===== src/rtl/axi_wr_slave_if_if.sv =====
// AXI write-channel bundle (AW, W, B) between an interconnect-side master
// and the axi_wr_slave_if memory front end.
interface axi_wr_slave_if_if #(
    parameter int IDS_W  = 8,
    parameter int ADDR_W = 32,
    parameter int DATA_W = 32
);
    logic [IDS_W-1:0]  AWID;
    logic [ADDR_W-1:0] AWADDR;
    logic [3:0]        AWLEN;
    logic [2:0]        AWSIZE;
    logic [1:0]        AWBURST;
    logic              AWVALID;
    logic              AWREADY;
    logic [DATA_W-1:0] WDATA;
    logic [3:0]        WSTRB;
    logic              WLAST;
    logic              WVALID;
    logic              WREADY;
    logic [IDS_W-1:0]  BID;
    logic [1:0]        BRESP;
    logic              BVALID;
    logic              BREADY;

    modport slave (
        input  AWID, AWADDR, AWLEN, AWSIZE, AWBURST, AWVALID,
        input  WDATA, WSTRB, WLAST, WVALID,
        input  BREADY,
        output AWREADY, WREADY, BID, BRESP, BVALID
    );

    modport master (
        output AWID, AWADDR, AWLEN, AWSIZE, AWBURST, AWVALID,
        output WDATA, WSTRB, WLAST, WVALID,
        output BREADY,
        input  AWREADY, WREADY, BID, BRESP, BVALID
    );
endinterface


===== src/rtl/axi_wr_slave_if.sv =====
// Slave-side AXI write front end for a word-addressed SRAM region.
// Accepts one burst at a time, turns each W beat into per-byte memory write
// strobes and answers with a B response carrying the full extended ID.
// Optional macro AXI_WR_SLAVE_WRAP_EN enables WRAP bursts (AWLEN 1/3/7/15);
// without it every WRAP burst is consumed without writes and answered SLVERR.
module axi_wr_slave_if #(
    parameter int                IDS_W     = 8,
    parameter int                ADDR_W    = 32,
    parameter int                DATA_W    = 32,
    parameter int                MEM_AW    = 14,
    parameter logic [ADDR_W-1:0] BASE_ADDR = 32'h0001_0000
) (
    input  logic                 clk,
    input  logic                 rst,
    axi_wr_slave_if_if.slave     s,
    output logic [MEM_AW-1:0]    mem_addr,
    output logic [DATA_W-1:0]    mem_wdata,
    output logic [3:0]           mem_we
);

    typedef enum logic [1:0] {
        IDLE = 2'd0,
        DATA = 2'd1,
        RESP = 2'd2
    } state_t;

    state_t             state_q, state_d;
    logic [IDS_W-1:0]   id_q, id_d;
    logic [MEM_AW-1:0]  addr_q, addr_d;
    logic [3:0]         len_q, len_d;
    logic [1:0]         burst_q, burst_d;
    logic [3:0]         cnt_q, cnt_d;
    logic               err_q, err_d;

    logic               aw_hs;
    logic               w_hs;
    logic               aw_bad;
    logic [MEM_AW-1:0]  addr_next;
    logic [1:0]         unused_addr_lsb;

    // Byte offset within a word is irrelevant to a word-addressed memory.
    assign unused_addr_lsb = s.AWADDR[1:0];

    assign s.AWREADY = (state_q == IDLE);
    assign s.WREADY  = (state_q == DATA);
    assign s.BVALID  = (state_q == RESP);
    assign s.BID     = (state_q == RESP) ? id_q : '0;
    assign s.BRESP   = (state_q == RESP && err_q) ? 2'b10 : 2'b00;

    assign aw_hs = s.AWVALID && (state_q == IDLE);
    assign w_hs  = s.WVALID && (state_q == DATA);

    assign mem_addr  = addr_q;
    assign mem_wdata = s.WDATA;

    // Judge an incoming AW request: wrong region, size, reserved burst type or
    // an unsupported wrap all make the whole burst an error burst.
    always_comb begin
        aw_bad = 1'b0;
        if (s.AWADDR[ADDR_W-1:MEM_AW+2] != BASE_ADDR[ADDR_W-1:MEM_AW+2]) begin
            aw_bad = 1'b1;
        end
        if (s.AWSIZE != 3'b010) begin
            aw_bad = 1'b1;
        end
        if (s.AWBURST == 2'b11) begin
            aw_bad = 1'b1;
        end
`ifdef AXI_WR_SLAVE_WRAP_EN
        if (s.AWBURST == 2'b10 &&
            !(s.AWLEN == 4'd1 || s.AWLEN == 4'd3 ||
              s.AWLEN == 4'd7 || s.AWLEN == 4'd15)) begin
            aw_bad = 1'b1;
        end
`else
        if (s.AWBURST == 2'b10) begin
            aw_bad = 1'b1;
        end
`endif
    end

    // Word address for the beat after this one, following the burst type.
    always_comb begin
        addr_next = addr_q;
        case (burst_q)
            2'b01:   addr_next = addr_q + MEM_AW'(1);
`ifdef AXI_WR_SLAVE_WRAP_EN
            2'b10:   addr_next = (addr_q & ~{{(MEM_AW-4){1'b0}}, len_q}) |
                                 ((addr_q + MEM_AW'(1)) & {{(MEM_AW-4){1'b0}}, len_q});
`endif
            default: addr_next = addr_q;
        endcase
    end

    // Burst sequencing: capture AW, issue one write per W beat, then respond.
    always_comb begin
        state_d = state_q;
        id_d    = id_q;
        addr_d  = addr_q;
        len_d   = len_q;
        burst_d = burst_q;
        cnt_d   = cnt_q;
        err_d   = err_q;
        mem_we  = 4'b0000;

        case (state_q)
            IDLE: begin
                if (aw_hs) begin
                    id_d    = s.AWID;
                    addr_d  = s.AWADDR[MEM_AW+1:2];
                    len_d   = s.AWLEN;
                    burst_d = s.AWBURST;
                    cnt_d   = 4'd0;
                    err_d   = aw_bad;
                    state_d = DATA;
                end
            end
            DATA: begin
                if (w_hs) begin
                    mem_we = err_q ? 4'b0000 : s.WSTRB;
                    addr_d = addr_next;
                    cnt_d  = cnt_q + 4'd1;
                    if (cnt_q == len_q) begin
                        if (!s.WLAST) begin
                            err_d = 1'b1;
                        end
                        state_d = RESP;
                    end else if (s.WLAST) begin
                        err_d   = 1'b1;
                        state_d = RESP;
                    end
                end
            end
            RESP: begin
                if (s.BREADY) begin
                    err_d   = 1'b0;
                    state_d = IDLE;
                end
            end
            default: begin
                state_d = IDLE;
            end
        endcase
    end

    // State and burst context registers; reset abandons any burst in flight.
    always_ff @(posedge clk or posedge rst) begin
        if (rst) begin
            state_q <= IDLE;
            id_q    <= '0;
            addr_q  <= '0;
            len_q   <= '0;
            burst_q <= '0;
            cnt_q   <= '0;
            err_q   <= 1'b0;
        end else begin
            state_q <= state_d;
            id_q    <= id_d;
            addr_q  <= addr_d;
            len_q   <= len_d;
            burst_q <= burst_d;
            cnt_q   <= cnt_d;
            err_q   <= err_d;
        end
    end

endmodule


===== src/flat_wrapper.sv =====
// flat-port wrapper written by rule: the top's interface ports become plain ports
module axi_wr_slave_if_flat 
#(
    parameter int                IDS_W     = 8,
    parameter int                ADDR_W    = 32,
    parameter int                DATA_W    = 32,
    parameter int                MEM_AW    = 14,
    parameter logic [ADDR_W-1:0] BASE_ADDR = 32'h0001_0000
)
  (clk, rst, mem_addr, mem_wdata, mem_we, s_AWID, s_AWADDR, s_AWLEN, s_AWSIZE, s_AWBURST, s_AWVALID, s_WDATA, s_WSTRB, s_WLAST, s_WVALID, s_BREADY, s_AWREADY, s_WREADY, s_BID, s_BRESP, s_BVALID);
  axi_wr_slave_if_if #(.IDS_W(IDS_W), .ADDR_W(ADDR_W), .DATA_W(DATA_W)) s_i ();
  input  logic clk;
  input  logic rst;
  output logic [MEM_AW-1:0] mem_addr;
  output logic [DATA_W-1:0] mem_wdata;
  output logic [3:0] mem_we;
  input wire logic [$bits(s_i.AWID)-1:0] s_AWID;
  input wire logic [$bits(s_i.AWADDR)-1:0] s_AWADDR;
  input wire logic [$bits(s_i.AWLEN)-1:0] s_AWLEN;
  input wire logic [$bits(s_i.AWSIZE)-1:0] s_AWSIZE;
  input wire logic [$bits(s_i.AWBURST)-1:0] s_AWBURST;
  input wire logic [$bits(s_i.AWVALID)-1:0] s_AWVALID;
  input wire logic [$bits(s_i.WDATA)-1:0] s_WDATA;
  input wire logic [$bits(s_i.WSTRB)-1:0] s_WSTRB;
  input wire logic [$bits(s_i.WLAST)-1:0] s_WLAST;
  input wire logic [$bits(s_i.WVALID)-1:0] s_WVALID;
  input wire logic [$bits(s_i.BREADY)-1:0] s_BREADY;
  output wire logic [$bits(s_i.AWREADY)-1:0] s_AWREADY;
  output wire logic [$bits(s_i.WREADY)-1:0] s_WREADY;
  output wire logic [$bits(s_i.BID)-1:0] s_BID;
  output wire logic [$bits(s_i.BRESP)-1:0] s_BRESP;
  output wire logic [$bits(s_i.BVALID)-1:0] s_BVALID;
  assign s_i.AWID = s_AWID;
  assign s_i.AWADDR = s_AWADDR;
  assign s_i.AWLEN = s_AWLEN;
  assign s_i.AWSIZE = s_AWSIZE;
  assign s_i.AWBURST = s_AWBURST;
  assign s_i.AWVALID = s_AWVALID;
  assign s_i.WDATA = s_WDATA;
  assign s_i.WSTRB = s_WSTRB;
  assign s_i.WLAST = s_WLAST;
  assign s_i.WVALID = s_WVALID;
  assign s_i.BREADY = s_BREADY;
  assign s_AWREADY = s_i.AWREADY;
  assign s_WREADY = s_i.WREADY;
  assign s_BID = s_i.BID;
  assign s_BRESP = s_i.BRESP;
  assign s_BVALID = s_i.BVALID;
  axi_wr_slave_if #(.IDS_W(IDS_W), .ADDR_W(ADDR_W), .DATA_W(DATA_W), .MEM_AW(MEM_AW), .BASE_ADDR(BASE_ADDR)) u_core (.clk(clk), .rst(rst), .s(s_i), .mem_addr(mem_addr), .mem_wdata(mem_wdata), .mem_we(mem_we));
endmodule

===== config.mk =====
export PLATFORM = sky130hd
export DESIGN_NAME = axi_wr_slave_if_flat
export DESIGN_NICKNAME = d
export VERILOG_FILES = /design/src/rtl/axi_wr_slave_if_if.sv /design/src/rtl/axi_wr_slave_if.sv /design/src/flat_wrapper.sv
export SDC_FILE = /design/constraint.sdc
export NUM_CORES = 1
export LEC_CHECK = 0
export CAP_MARGIN = 5
export CELL_PAD_IN_SITES_DETAIL_PLACEMENT = 2
export CELL_PAD_IN_SITES_GLOBAL_PLACEMENT = 2
export CORE_AREA = 4 4 109 111
export CTS_BUF_LIST = sky130_fd_sc_hd__clkbuf_2
export CTS_CLUSTER_SIZE = 10
export DETAILED_ROUTE_END_ITERATION = 7
export DIE_AREA = 0 0 113 115
export PLACE_DENSITY = 0.93
export SLEW_MARGIN = 20
export SYNTH_ARGS = -nofsm -noshare
export SYNTH_HDL_FRONTEND = slang
export SYNTH_SLANG_ARGS = --single-unit

===== constraint.sdc =====
create_clock -name clk -period 2.5 [get_ports clk]
set_input_delay 0.5 -clock clk [delete_from_list [all_inputs] [get_ports clk]]
set_output_delay 0.5 -clock clk [all_outputs]
set_load 0.02 [all_outputs]

==> run summary, run 1 <==
• **result of the run** finished clean
• **average footprint of a synthesized cell** 9.581 um^2
• **upper clock frequency limit** 423.2 MHz
• **setup clock skew after layout** 0.01473 ns
• **start point of the critical path** u_core.state_q[1]
• **top cell type by total area after synthesis** dfrtp_1
• **Commonest cells post-synth** dfrtp_1, buf_4, and2_1, mux2_2
• **via count** 2105
• **met1 layer usage reported by global route** 13.62%
• **PwrDens** 1091 nW/um^2
• **clock root cell** clkbuf_2
• **CTS clock-pin slew for the worst setup and hold paths** 0.16 ns
• **hold violation count in the final report** 0
• **most frequently used flop master after synthesis** dfrtp_1
• **kind of path behind the tightest hold check** reg -> reg
• **antenna violations before repair** 0
• **number of rows in the core area** 38
• **post-detailed-route via-to-cell ratio** 4.709
• **r2r startpoint** u_core.state_q[1]
• **Synth Warn #** 0
• **Max-cap violations** 0
• **number of levels in the clock H-tree** 2
• **source of the worst hold timing path** u_core.id_q[5]
• **Syn Nets** 346
• **remaining global-route overflow** 0
• **number of unique standard cell types used by synthesis** 57
• **leading cell type by number of instances after synthesis** dfrtp_1
• **violation count after the first detailed-routing iteration** 28
• **number of port buffers** 86
• **wire per inst** 16.99 um
• **CP Capture Type** output pin
• **Req. time, crit path** 2.00 ns
• **number of diodes added for antenna fixing** 0
• **pin count of the biggest net entering global routing** 38
• **Num CTS Buffers** 5
• **Area Growth Syn to Fin** 35.33%
• **Core Box Area** 10790 um^2
• **category of the most critical setup path** reg -> out
• **Area contributors post-synth** dfrtp_1, buf_4, mux2_2, and2_1, ha_1
• **setup slack after placement** -0.03551 ns
• **GRT Max-Usage Layer** met2
• **post-layout min period** 2.363 ns
• **gr usage total** 11.66%
• **number of routed nets with antenna violations** 0
• **first-pass GRT wire length** 12340 um
• **final HPWL from detailed placement** 6004 um
• **die outline width** 113 um
• **synthesized netlist cell count** 248
• **share of cells above drive strength 1** 14.01%
• **CTS Hold Buffers Added** 0
• **worst-path fanout max** 37
• **worst ir drop on vdd** 0.3597 mV
• **clock net sink count** 35
• **via count of the first global-routing pass** 2380
• **initial core utilization** 22.01%
• **Synth async-reset ratio** 100.0%
• **period utilization** 94.51%
• **Max Root-Sink Buffers** 2
• **gp weighted congestion** 0.7571
• **die area** 13000 um^2
• **DRC violation count after routing** 0
• **Chip Height** 115 um
• **cell area after technology mapping** 2376 um^2
• **share of the synthesized area in the top cell type** 36.86%
• **CP startpoint kind** flop
• **CTS tree** done
• **total length of routed wires** 7595 um
• **met3 demand-to-capacity share in global routing** 2.789%
• **final net count** 406
• **count of pins on the block boundary** 154
• **Post-synth EDFFs** 0
• **worst hold slack after final layout** 0.5226 ns
• **number of endpoints failing setup at the final stage** 0
• **number of synthesized register bits** 35
• **first-pass iteration count of the detailed router** 4
• **GRT met2 Usage** 21.68%
• **setup slack after layout** 0.1373 ns
• **post-synthesis sequential area ratio** 36.86%
• **Lkg Pwr** 1.353 nW
• **signal arrival time at the worst endpoint** 1.86 ns
• **worst-skew pair later-pin latency** 0.37 ns
• **number of pins exceeding their max-slew limit in the final report** 0
## registers in the layout, indices dropped and copies added, names as in the netlist
register / count
u_core.err_q: 1
u_core.state_q: 2
u_core.id_q: 8
u_core.cnt_q: 4
u_core.mem_addr: 14
u_core.burst_q: 2
u_core.len_q: 4
## stage by stage
stage | instance area (um^2) | utilization [%] | power, W | TNS [ns] | instances
3_5_place_dp | 3154 | 29.23 | 0.003290 | -0.04562 | 439
4_1_cts | 3188 | 29.54 | 0.003549 | -0.04785 | 445
2_1_floorplan | 2376 | - | 0.002536 | 0 | 248
6_report | 3216 | 29.79 | 0.003509 | 0 | 447
5_1_grt | 3216 | 29.79 | 0.003824 | -0.02950 | 447
3_3_place_gp | 3154 | 29.23 | 0.003166 | -0.002317 | 439
## routing by layer
layer  part of all wire, %  up-vias
met5                     0        -
met4                  0.80        0
met3                   4.7        9
li1                      -      983
met1                    41     1053
met2                    53       60
## where the power goes
part | internal [W] | leakage [nW] | switching (W) | total [W]
logic | 0.000994 | 0.912 | 0.00111 | 0.00210
clock network | 0.0000634 | 0.0249 | 0.000189 | 0.000252
registers | 0.000843 | 0.416 | 0.000312 | 0.00115
## path summary, 6_finish.rpt
check | slack (ns) | depth (start not counted) | to
min reg2reg | 0.52 | 1 | u_core.id_q[5]
max | 0.14 | 4 | s_WREADY
min | 0.52 | 1 | u_core.id_q[5]
min in group asynchronous | 0.53 | 3 | u_core.mem_addr[7]
max in group asynchronous | 1.63 | 3 | u_core.state_q[0]
max reg2reg | 0.36 | 7 | u_core.mem_addr[11]
## final cells by class
class	instances	area, um^2
Clock buffer	6	30.03
Inverter	8	30.03
Sequential cell	35	875.8
Fill cell	1186	7577
Multi-Input combinational cell	164	1185
Timing Repair Buffer	94	919.6
Tap cell	140	175.2
## layout by cell type, fill, tap and decap left out, types with 5 or more instances in the layout
cell / count
dfrtp_1: 35
a21oi_1: 12
and2_1: 14
nand4_1: 7
clkbuf_2: 8
dlymetal6s2s_1: 5
inv_1: 7
mux2_2: 14
nand2_1: 13
buf_4: 7
nor3_1: 7
o21ai_0: 9
clkdlybuf4s50_1: 71
ha_1: 5
nand3_1: 13
dlygate4sd2_1: 6
## timing repair
action / 4_1_cts / 5_1_grt
pin swaps: 0 / 0
setup endpoints to repair: 15 / 10
setup buffers: 0 / 2
gates resized for setup: 13 / 13
## critical path, cell delays in order, from the launching register on
cell and delay [ns]:
dfrtp_1 0.43, inv_1 0.14, ha_1 0.24, buf_6 0.31
dlygate4sd2_1 0.38
## cell families after synthesis
family,count (synthesis),share of synthesized area (%)
AOI/OAI and AO/OA,52,15.69
xor gates and xnor gates,4,1.474
adders and majority gates,7,3.686
buffers and inverters,49,14.01
DFF,35,36.86
muxes,17,8.109
other,1,0.1578
and+or+nand+nor,83,20.01
No activity file was read; power rests on OpenSTA's default activity.
==> inputs of run 2 (changes only) <==
--- a/config.mk
+++ b/config.mk
@@ -5,7 +5,6 @@
 export SDC_FILE = /design/constraint.sdc
 export NUM_CORES = 1
 export LEC_CHECK = 0
-export CAP_MARGIN = 5
 export CELL_PAD_IN_SITES_DETAIL_PLACEMENT = 2
 export CELL_PAD_IN_SITES_GLOBAL_PLACEMENT = 2
 export CORE_AREA = 4 4 109 111
==> results of run 2 <==
Final layout, timing and power as in run 1 (identical DEF).
